==> src/rtl/plic_pkg.sv <==
// Shared PLIC constants and types.
// Sizes the claim/complete controller and names its scan states.
package plic_pkg;

    localparam int NUM_SOURCES     = 31;
    localparam int PRIO_WIDTH      = 3;
    localparam int SOURCE_ID_WIDTH = $clog2(NUM_SOURCES + 1);

    typedef logic [PRIO_WIDTH-1:0] prio_t;

    typedef enum logic [0:0] {
        SCAN   = 1'b0,
        COMMIT = 1'b1
    } scan_state_e;

endpackage

==> src/rtl/plic_claim_ctrl.sv <==
// Per-context PLIC claim/complete controller.
// Sequential priority scan, claim service and in-service tracking.
module plic_claim_ctrl
    import plic_pkg::*;
#(
    parameter int  NUM_SOURCES_P = NUM_SOURCES,
    parameter int  PRIO_WIDTH_P  = PRIO_WIDTH,
    localparam int IDW           = $clog2(NUM_SOURCES_P + 1)
) (
    input  logic                                  clk,
    input  logic                                  rst_n,
    input  logic [NUM_SOURCES_P:1]                pending_i,
    input  logic [NUM_SOURCES_P:1]                enable_i,
    input  logic [NUM_SOURCES_P*PRIO_WIDTH_P-1:0] prio_i,
    input  logic [PRIO_WIDTH_P-1:0]               threshold_i,
    input  logic                                  claim_i,
    input  logic                                  complete_i,
    input  logic [IDW-1:0]                        complete_wid_i,
    output logic [IDW-1:0]                        claim_id_o,
    output logic [IDW-1:0]                        complete_id_o,
    output logic [NUM_SOURCES_P:1]                in_service_o,
    output logic                                  irq_o
);

    logic [IDW-1:0]          r_idx;
    logic [IDW-1:0]          r_run_id;
    logic [IDW-1:0]          r_best_id;
    logic [IDW-1:0]          r_claim_id;
    logic [IDW-1:0]          r_cpl_id;
    logic [PRIO_WIDTH_P-1:0] r_run_prio;
    logic [PRIO_WIDTH_P-1:0] r_best_prio;
    scan_state_e             r_state;
    logic                    r_irq;
    logic [NUM_SOURCES_P:1]  r_in_service;

    logic [NUM_SOURCES_P:1]  w_elig;
    logic [NUM_SOURCES_P:1]  w_idx_oh;
    logic [NUM_SOURCES_P:1]  w_best_oh;
    logic [NUM_SOURCES_P:1]  w_cpl_hit;
    logic [NUM_SOURCES_P:1]  w_claim_set;
    logic [PRIO_WIDTH_P-1:0] w_idx_prio;
    logic                    w_idx_elig;
    logic                    w_best_ok;

    // One-hot decodes keep out-of-range IDs from ever indexing a vector.
    always_comb begin
        w_idx_prio = '0;
        for (int i = 1; i <= NUM_SOURCES_P; i++) begin
            w_elig[i] = pending_i[i] & enable_i[i] & ~r_in_service[i]
                      & (prio_i[(i-1)*PRIO_WIDTH_P +: PRIO_WIDTH_P]
                         > threshold_i);
            w_idx_oh[i]  = (r_idx == IDW'(i));
            w_best_oh[i] = (r_best_id == IDW'(i));
            w_cpl_hit[i] = complete_i & r_in_service[i]
                         & (complete_wid_i == IDW'(i));
            w_idx_prio = w_idx_prio
                       | (prio_i[(i-1)*PRIO_WIDTH_P +: PRIO_WIDTH_P]
                          & {PRIO_WIDTH_P{w_idx_oh[i]}});
        end
        w_idx_elig  = |(w_idx_oh & w_elig);
        w_best_ok   = (r_best_prio != '0) & (|(w_best_oh & w_elig));
        w_claim_set = (claim_i & w_best_ok) ? w_best_oh : '0;
    end

    always_ff @(posedge clk or negedge rst_n) begin
        if (!rst_n) begin
            r_idx        <= IDW'(1);
            r_run_id     <= '0;
            r_run_prio   <= '0;
            r_best_id    <= '0;
            r_best_prio  <= '0;
            r_claim_id   <= '0;
            r_cpl_id     <= '0;
            r_state      <= SCAN;
            r_irq        <= 1'b0;
            r_in_service <= '0;
        end else begin
            r_in_service <= (r_in_service & ~w_cpl_hit) | w_claim_set;
            r_cpl_id     <= (|w_cpl_hit) ? complete_wid_i : '0;
            r_irq        <= ~claim_i & w_best_ok;
            if (claim_i) begin
                r_claim_id  <= w_best_ok ? r_best_id : '0;
                r_best_id   <= '0;
                r_best_prio <= '0;
                r_run_id    <= '0;
                r_run_prio  <= '0;
                r_idx       <= IDW'(1);
                r_state     <= SCAN;
            end else begin
                unique case (r_state)
                    SCAN: begin
                        // Strict compare: ties keep the lower ID.
                        if (w_idx_elig && (w_idx_prio > r_run_prio)) begin
                            r_run_id   <= r_idx;
                            r_run_prio <= w_idx_prio;
                        end
                        if (r_idx == IDW'(NUM_SOURCES_P)) begin
                            r_state <= COMMIT;
                        end else begin
                            r_idx <= r_idx + IDW'(1);
                        end
                    end
                    COMMIT: begin
                        r_best_id   <= r_run_id;
                        r_best_prio <= r_run_prio;
                        r_run_id    <= '0;
                        r_run_prio  <= '0;
                        r_idx       <= IDW'(1);
                        r_state     <= SCAN;
                    end
                endcase
            end
        end
    end

    assign claim_id_o    = r_claim_id;
    assign complete_id_o = r_cpl_id;
    assign in_service_o  = r_in_service;
    assign irq_o         = r_irq;

endmodule

==> config.mk <==
export PLATFORM = sky130hd
export DESIGN_NAME = plic_claim_ctrl
export DESIGN_NICKNAME = d
export VERILOG_FILES = /design/src/rtl/plic_pkg.sv /design/src/rtl/plic_claim_ctrl.sv
export SDC_FILE = /design/constraint.sdc
export NUM_CORES = 1
export LEC_CHECK = 0
export BUFFER_PORTS_ARGS = -buffer_cell sky130_fd_sc_hd__buf_2
export CORE_MARGIN = 1.5
export CORE_UTILIZATION = 58
export CTS_CLUSTER_DIAMETER = 60
export DETAILED_ROUTE_END_ITERATION = 8
export PLACE_DENSITY = 0.85
export RECOVER_POWER = 25
export SLEW_MARGIN = 5
export SYNTH_ARGS = -nofsm -noshare
export SYNTH_HDL_FRONTEND = slang
export SYNTH_SLANG_ARGS = --single-unit
==> constraint.sdc <==
create_clock -name clk -period 5.2 [get_ports clk]
set_input_delay 0.52 -clock clk [delete_from_list [all_inputs] [get_ports clk]]
set_output_delay 0.52 -clock clk [all_outputs]
set_load 0.01 [all_outputs]
Word level (Yosys, flattened, before mapping)
Index checks and enable logic that the tools add are counted.
Operators by class
  add/sub/neg operators: 1
  multipliers: 0
  div/mod/pow operators: 0
  magnitude comparators: 32
  equality and inequality tests: 95
  shifts and indexed selects: 0
  multiplexer cells: 19
  bitwise logic cells: 257
  reductions and logical operators: 6
Operators by type and width (number)
  $eq 5x5->1 const B: 48
  $and 1x1->1: 158
  $eq 5x4->1 const B: 24
  $gt 3x3->1: 32
  $and 3x3->3: 31
  $and 31x31->31: 3
  $reduce_or 31->1: 3
  $or 3x3->3: 30
  $eq 5x3->1 const B: 12
  $mux 5: 8
  $not 1->1: 33
  $mux 31: 1
  $not 31->31: 1
  $or 31x31->31: 1
  $eq 5x2->1 const B: 6
  $pmux 5 s2: 2
  $eq 5x1->1 const B: 3
  $mux 3: 4
  $ne 3x3->1 const B: 2
  $pmux 3 s2: 1
  $add 5x1->5 const B: 1
  $reduce_bool 3->1: 1
  $mux 1: 2
  $pmux 1 s2: 1
  other kinds (2): 2
Word-level totals
  flip-flop bits (word level): 64
  bits in latches: 0
  memory bits (writable): 0
  bits in read-only memories: 0
  input bits: 167
  output and inout bits: 42
  logic and storage cells: 420
  memories kept: 0

Longest topological paths before layout
  word-level depth: 37
  depth in mapped cells: 18
  gate-level depth less buffers: 16

Worst setup path before layout
No wires, ideal clock.
  path type: reg-to-reg
  start point: register r_idx[2]
  end point: register r_run_id[0]
  arrival time: 3.424 ns
  data required time: 5.074 ns
  slack: 1.650 ns
  stages on the path, launching flop included: 18
  buffers on the path: 4
  cells stage by stage: dfrtp_1 -> buf_6 -> buf_6 -> buf_2 -> and3_1 -> ha_1 -> clkbuf_1 -> a222oi_1 -> nand4_1 -> or3b_1 -> ha_1 -> nor2b_1 -> o21ai_0 -> inv_1 -> o21a_1 -> nand3_1 -> o2bb2ai_1 -> a311o_1
On the way
  longest elaborated chain between the ends: 35
  elaborated cells on any way between the ends: 97
Ends and longest elaborated chain
  from (decl): line plic_claim_ctrl.sv:25  | logic [IDW-1:0] r_idx;
  from (signal assigned): line plic_claim_ctrl.sv:100  | r_idx <= r_idx + IDW'(1);
  $eq 5x1->1 / $eq 5x2->1 (equally long branches): line plic_claim_ctrl.sv:52  | w_idx_oh[i] = (r_idx == IDW'(i));
  $and 3x3->3: line plic_claim_ctrl.sv:58  | & {PRIO_WIDTH_P{w_idx_oh[i]}});
  $or 3x3->3 (30 in series): line plic_claim_ctrl.sv:57  | | (prio_i[(i-1)*PRIO_WIDTH_P +: PRIO_WIDTH_P]
  $gt 3x3->1: line plic_claim_ctrl.sv:93  | if (w_idx_elig && (w_idx_prio > r_run_prio)) begin
  $logic_and 1x1->1 *: line plic_claim_ctrl.sv:93
  $ne 3x3->1 (no line) *
  to (signal assigned): line plic_claim_ctrl.sv:94  | r_run_id <= r_idx;
  to (decl): line plic_claim_ctrl.sv:26  | logic [IDW-1:0] r_run_id;
Mark *: on every way between the ends. The rest lies on a longest branch, timed or not.
A chain may end at the register's enable or synchronous reset.

Worst setup path after layout
  start point: register r_idx[2]
  end point: register r_run_prio[2]
On the way
  longest elaborated chain between the ends: 35
  elaborated cells on any way between the ends: 100
Ends and longest elaborated chain
  $eq 5x1->1 / $eq 5x2->1 (equally long branches): line plic_claim_ctrl.sv:52
  $and 3x3->3: line plic_claim_ctrl.sv:58
  $or 3x3->3 (30 in series): line plic_claim_ctrl.sv:57
  $gt 3x3->1 / $mux 3 (equally long branches): line plic_claim_ctrl.sv:93
  $logic_and 1x1->1 / $pmux 3 s2 (equally long branches): line plic_claim_ctrl.sv:93, plic_claim_ctrl.sv:90
  $ne 3x3->1 (no line) / $mux 3 (equally long branches)
  to (signal assigned): line plic_claim_ctrl.sv:95  | r_run_prio <= w_idx_prio;
  to (decl): line plic_claim_ctrl.sv:30  | logic [PRIO_WIDTH_P-1:0] r_run_prio;
Several ways; a longest one is shown, not always the timed one. The select of a mux whose other input is x is not followed.

==> impl_metrics.toml <==
[yosys]
synth-edff-count = 0
synth_seq_cells = 64
syn_area_per_cell_um2 = 8.299
postSynthCellCount = 890
synth-warning-count = 0
async_flop_share = 1.000
synth_cell_types = 89
synth_flop_cell = "dfrtp_1"
synth_seq_area_share = 0.2170
syn-num-nets = 1159
synth_area_um2 = 7386

[routing]
drc = 0
viasPerCell = 6.813
avgRoutedWirePerCell_um = 24.73
first_iter_violations = 1180
firstDrtPassIters = 6
postRouteAntennaNets = 0
wl_um = 30870
vias = 8502

[layout]
fin_cells = 1248
num-fill-cells = 1059
final_cell_mix = "208 x buf_2, 102 x ha_1, 93 x nand2_1"
multi_input_area_um2 = 5303
antenna_cells = 0
final_common_cell = "buf_2"
syn_to_final_growth_pct = 18.57
regArea_um2 = 1603
drive_above_1_share = 0.2593
fin_nets = 1340

[timing]
fmax_mhz = 238.8
layout_setup_ws_ps = 1013
period_share = 0.8053
setup_violations = 0
worstMarginPinSlew_ps = 3389
hold_viol_final = 0
maxSlewViolCount = 65
rsz0062_at_grt = "no"
finalSetupTns_ps = 0
min_period_ps = 4187
skew_ps = 11.21
slew-limit-headroom = -1.259

[hold_path]
min_to = "claim_id_o[3]"
worstHoldStart = "claim_id_o[3]"
min_path_type = "reg2reg"
whs_path_depth = 2

[clock_tree]
tritoncts = "built"
clk_path_buf_depth = 2
clk_pin_slew_worst_paths_ps = 70
clock_latency_ps = 350
cts_made_buffers = 9
clock_sinks = 64
cts_resized = 0
cts_root_buf = "clkbuf_16"
ctsHoldBuffers = 0
htree_levels = 3
cts_setup_buffers = 0

[grt]
grt_start_max_net_pins = 65
grt_pass1_wl_um = 45310
antenna_found_initial = 0
track_usage = 0.4586
grt_pass1_vias = 7842
grt-ovfl-total = 0

[floorplanning]
core_um2 = 12520
start_util = 0.5901
die_y_um = 115.8
rows = 41
die_w_um = 115.8
dieArea_um2 = 13420
pin_count = 209

[setup_path]
cp-start-kind = "flop"
r2r-start = "r_idx[2]"
r2r_cells = 13
critPathMaxFanout = 21
slowest_stage = "dfrtp_1"
path_class = "reg2reg"
critical_path_required_ps = 5430
rr_endpoint = "r_run_prio[2]"
crit_path_max_incr_delay_ps = 920
cp.arrival_ps = 4420
cp_cell_sequence = "nor2b_1 -> a22o_1 -> a221oi_1 -> o21ai_0 -> or3b_1 -> ha_1 -> nor2b_1 -> o21ai_0 -> inv_1 -> o21ai_1 -> nor2_1 -> o211ai_1 -> nand3_1"
end_kind = "flop"
rrSetupSlack_ps = 1010

[placed_design]
place_congestion = 1.062
io_buffers = 208
dp.cells = 1232
hpwl_um = 24690
pre_cts_ws_ps = 1167

[pwr]
finalPower_uw = 1757
leakage_uw = 0.004155
ir_drop_v = 0.0001859
power_density_nw_per_um2 = 200.6

[status]
violations = "max-capacitance violations, max-slew violations"
status = "finished, violations left"

[job]
cap_viol_max_count = 1
[power breakdown]
part	switching, uW	leakage (uW)	internal, uW
Combinational	336	0.00311	202
Clock	258	0.000161	425
Sequential	25.6	0.000883	511
[layout make-up]
class	count	area share
clock buffers	9	0.02572
clock inverters	7	0.01143
inverters	53	0.02272
multi-input cells	725	0.6055
flip-flops and latches	64	0.1830
well taps	172	0.02457
repair buffers	218	0.1270
[worst max path at each step]
stage / startpoint / slack (ps) / endpoint / cells past startpoint
detailed placement: r_idx[2] / 1170 / r_run_prio[2] / 13
CTS: r_idx[2] / 1110 / r_run_prio[2] / 13
finish: r_idx[2] / 1010 / r_run_prio[2] / 13
global placement: r_idx[2] / 1260 / r_run_prio[1] / 13
global route: r_idx[2] / 700 / r_run_prio[2] / 13
floorplan: r_idx[2] / 1650 / r_run_id[0] / 17
[layer usage]
layer,global-route usage,wire (um)
met2,0.7314,13710
met4,0.2309,1674
met3,0.1151,3874
met5,0,0
met1,0.5782,11610
[cell families after synthesis]
kind of cell / Yosys count / share of synthesized area
buffers and inverters: 101 / 0.06505
DFF: 64 / 0.2170
AOI/OAI and AO/OA: 271 / 0.2628
muxes: 24 / 0.03727
adders and majority gates: 102 / 0.1728
xor gates and xnor gates: 3 / 0.003558
and+or+nand+nor: 325 / 0.2416
[critical path, delay by kind of cell (launching register included)]
kind            cells  cell delay (ps)
compound gates      6             1470
simple gates        5             1270
flops               1              920
fa+ha+maj           1              320
buf+inv             1               80
[Yosys cell counts (5+ instances only)]
master	number	area, um^2
nand3b_1	34	255.2
a22oi_1	13	97.59
nor2_1	36	135.1
nor3_1	5	25.02
inv_1	51	191.4
o211ai_1	8	60.06
o31ai_1	19	142.6
buf_2	11	55.05
nand2b_1	7	43.79
a311oi_1	10	87.58
ha_1	102	1276
or2_2	6	37.54
o21ai_0	60	300.3
mux2i_1	17	170.2
nor2b_1	16	100.1
dfrtp_1	63	1577
a21oi_1	43	215.2
and2_1	16	100.1
clkbuf_1	22	82.58
nand4_1	30	187.7
o31ai_2	14	175.2
a311o_1	5	50.05
buf_6	10	112.6
nand2_1	93	349.1
and3_1	11	68.82
a22o_1	12	105.1
o22ai_1	10	62.56
nand3_1	44	220.2
a31oi_1	26	162.7
o2bb2ai_1	6	52.55
[per-stage QoR]
| stage | utilization | instance area, um^2 | hold slack, ps |
|---|---|---|---|
| 2_1_floorplan | - | 7386 | 224.4 |
| 3_3_place_gp | 0.6739 | 8436 | 505.2 |
| 3_5_place_dp | 0.6739 | 8436 | 511.5 |
| 4_1_cts | 0.6999 | 8761 | 361.8 |
| 5_1_grt | 0.6996 | 8757 | 540.9 |
| 6_report | 0.6996 | 8757 | 526.0 |
[registers in the layout (all words and copies together), names as in the netlist]
| name | flops |
|---|---|
| r_best_id | 5 |
| r_idx | 5 |
| irq_o | 1 |
| r_run_id | 5 |
| claim_id_o | 5 |
| in_service_o | 31 |
| r_best_prio | 3 |
| r_run_prio | 3 |
| r_state | 1 |
| complete_id_o | 5 |
Note: power is estimated with default switching activity, not from simulation.
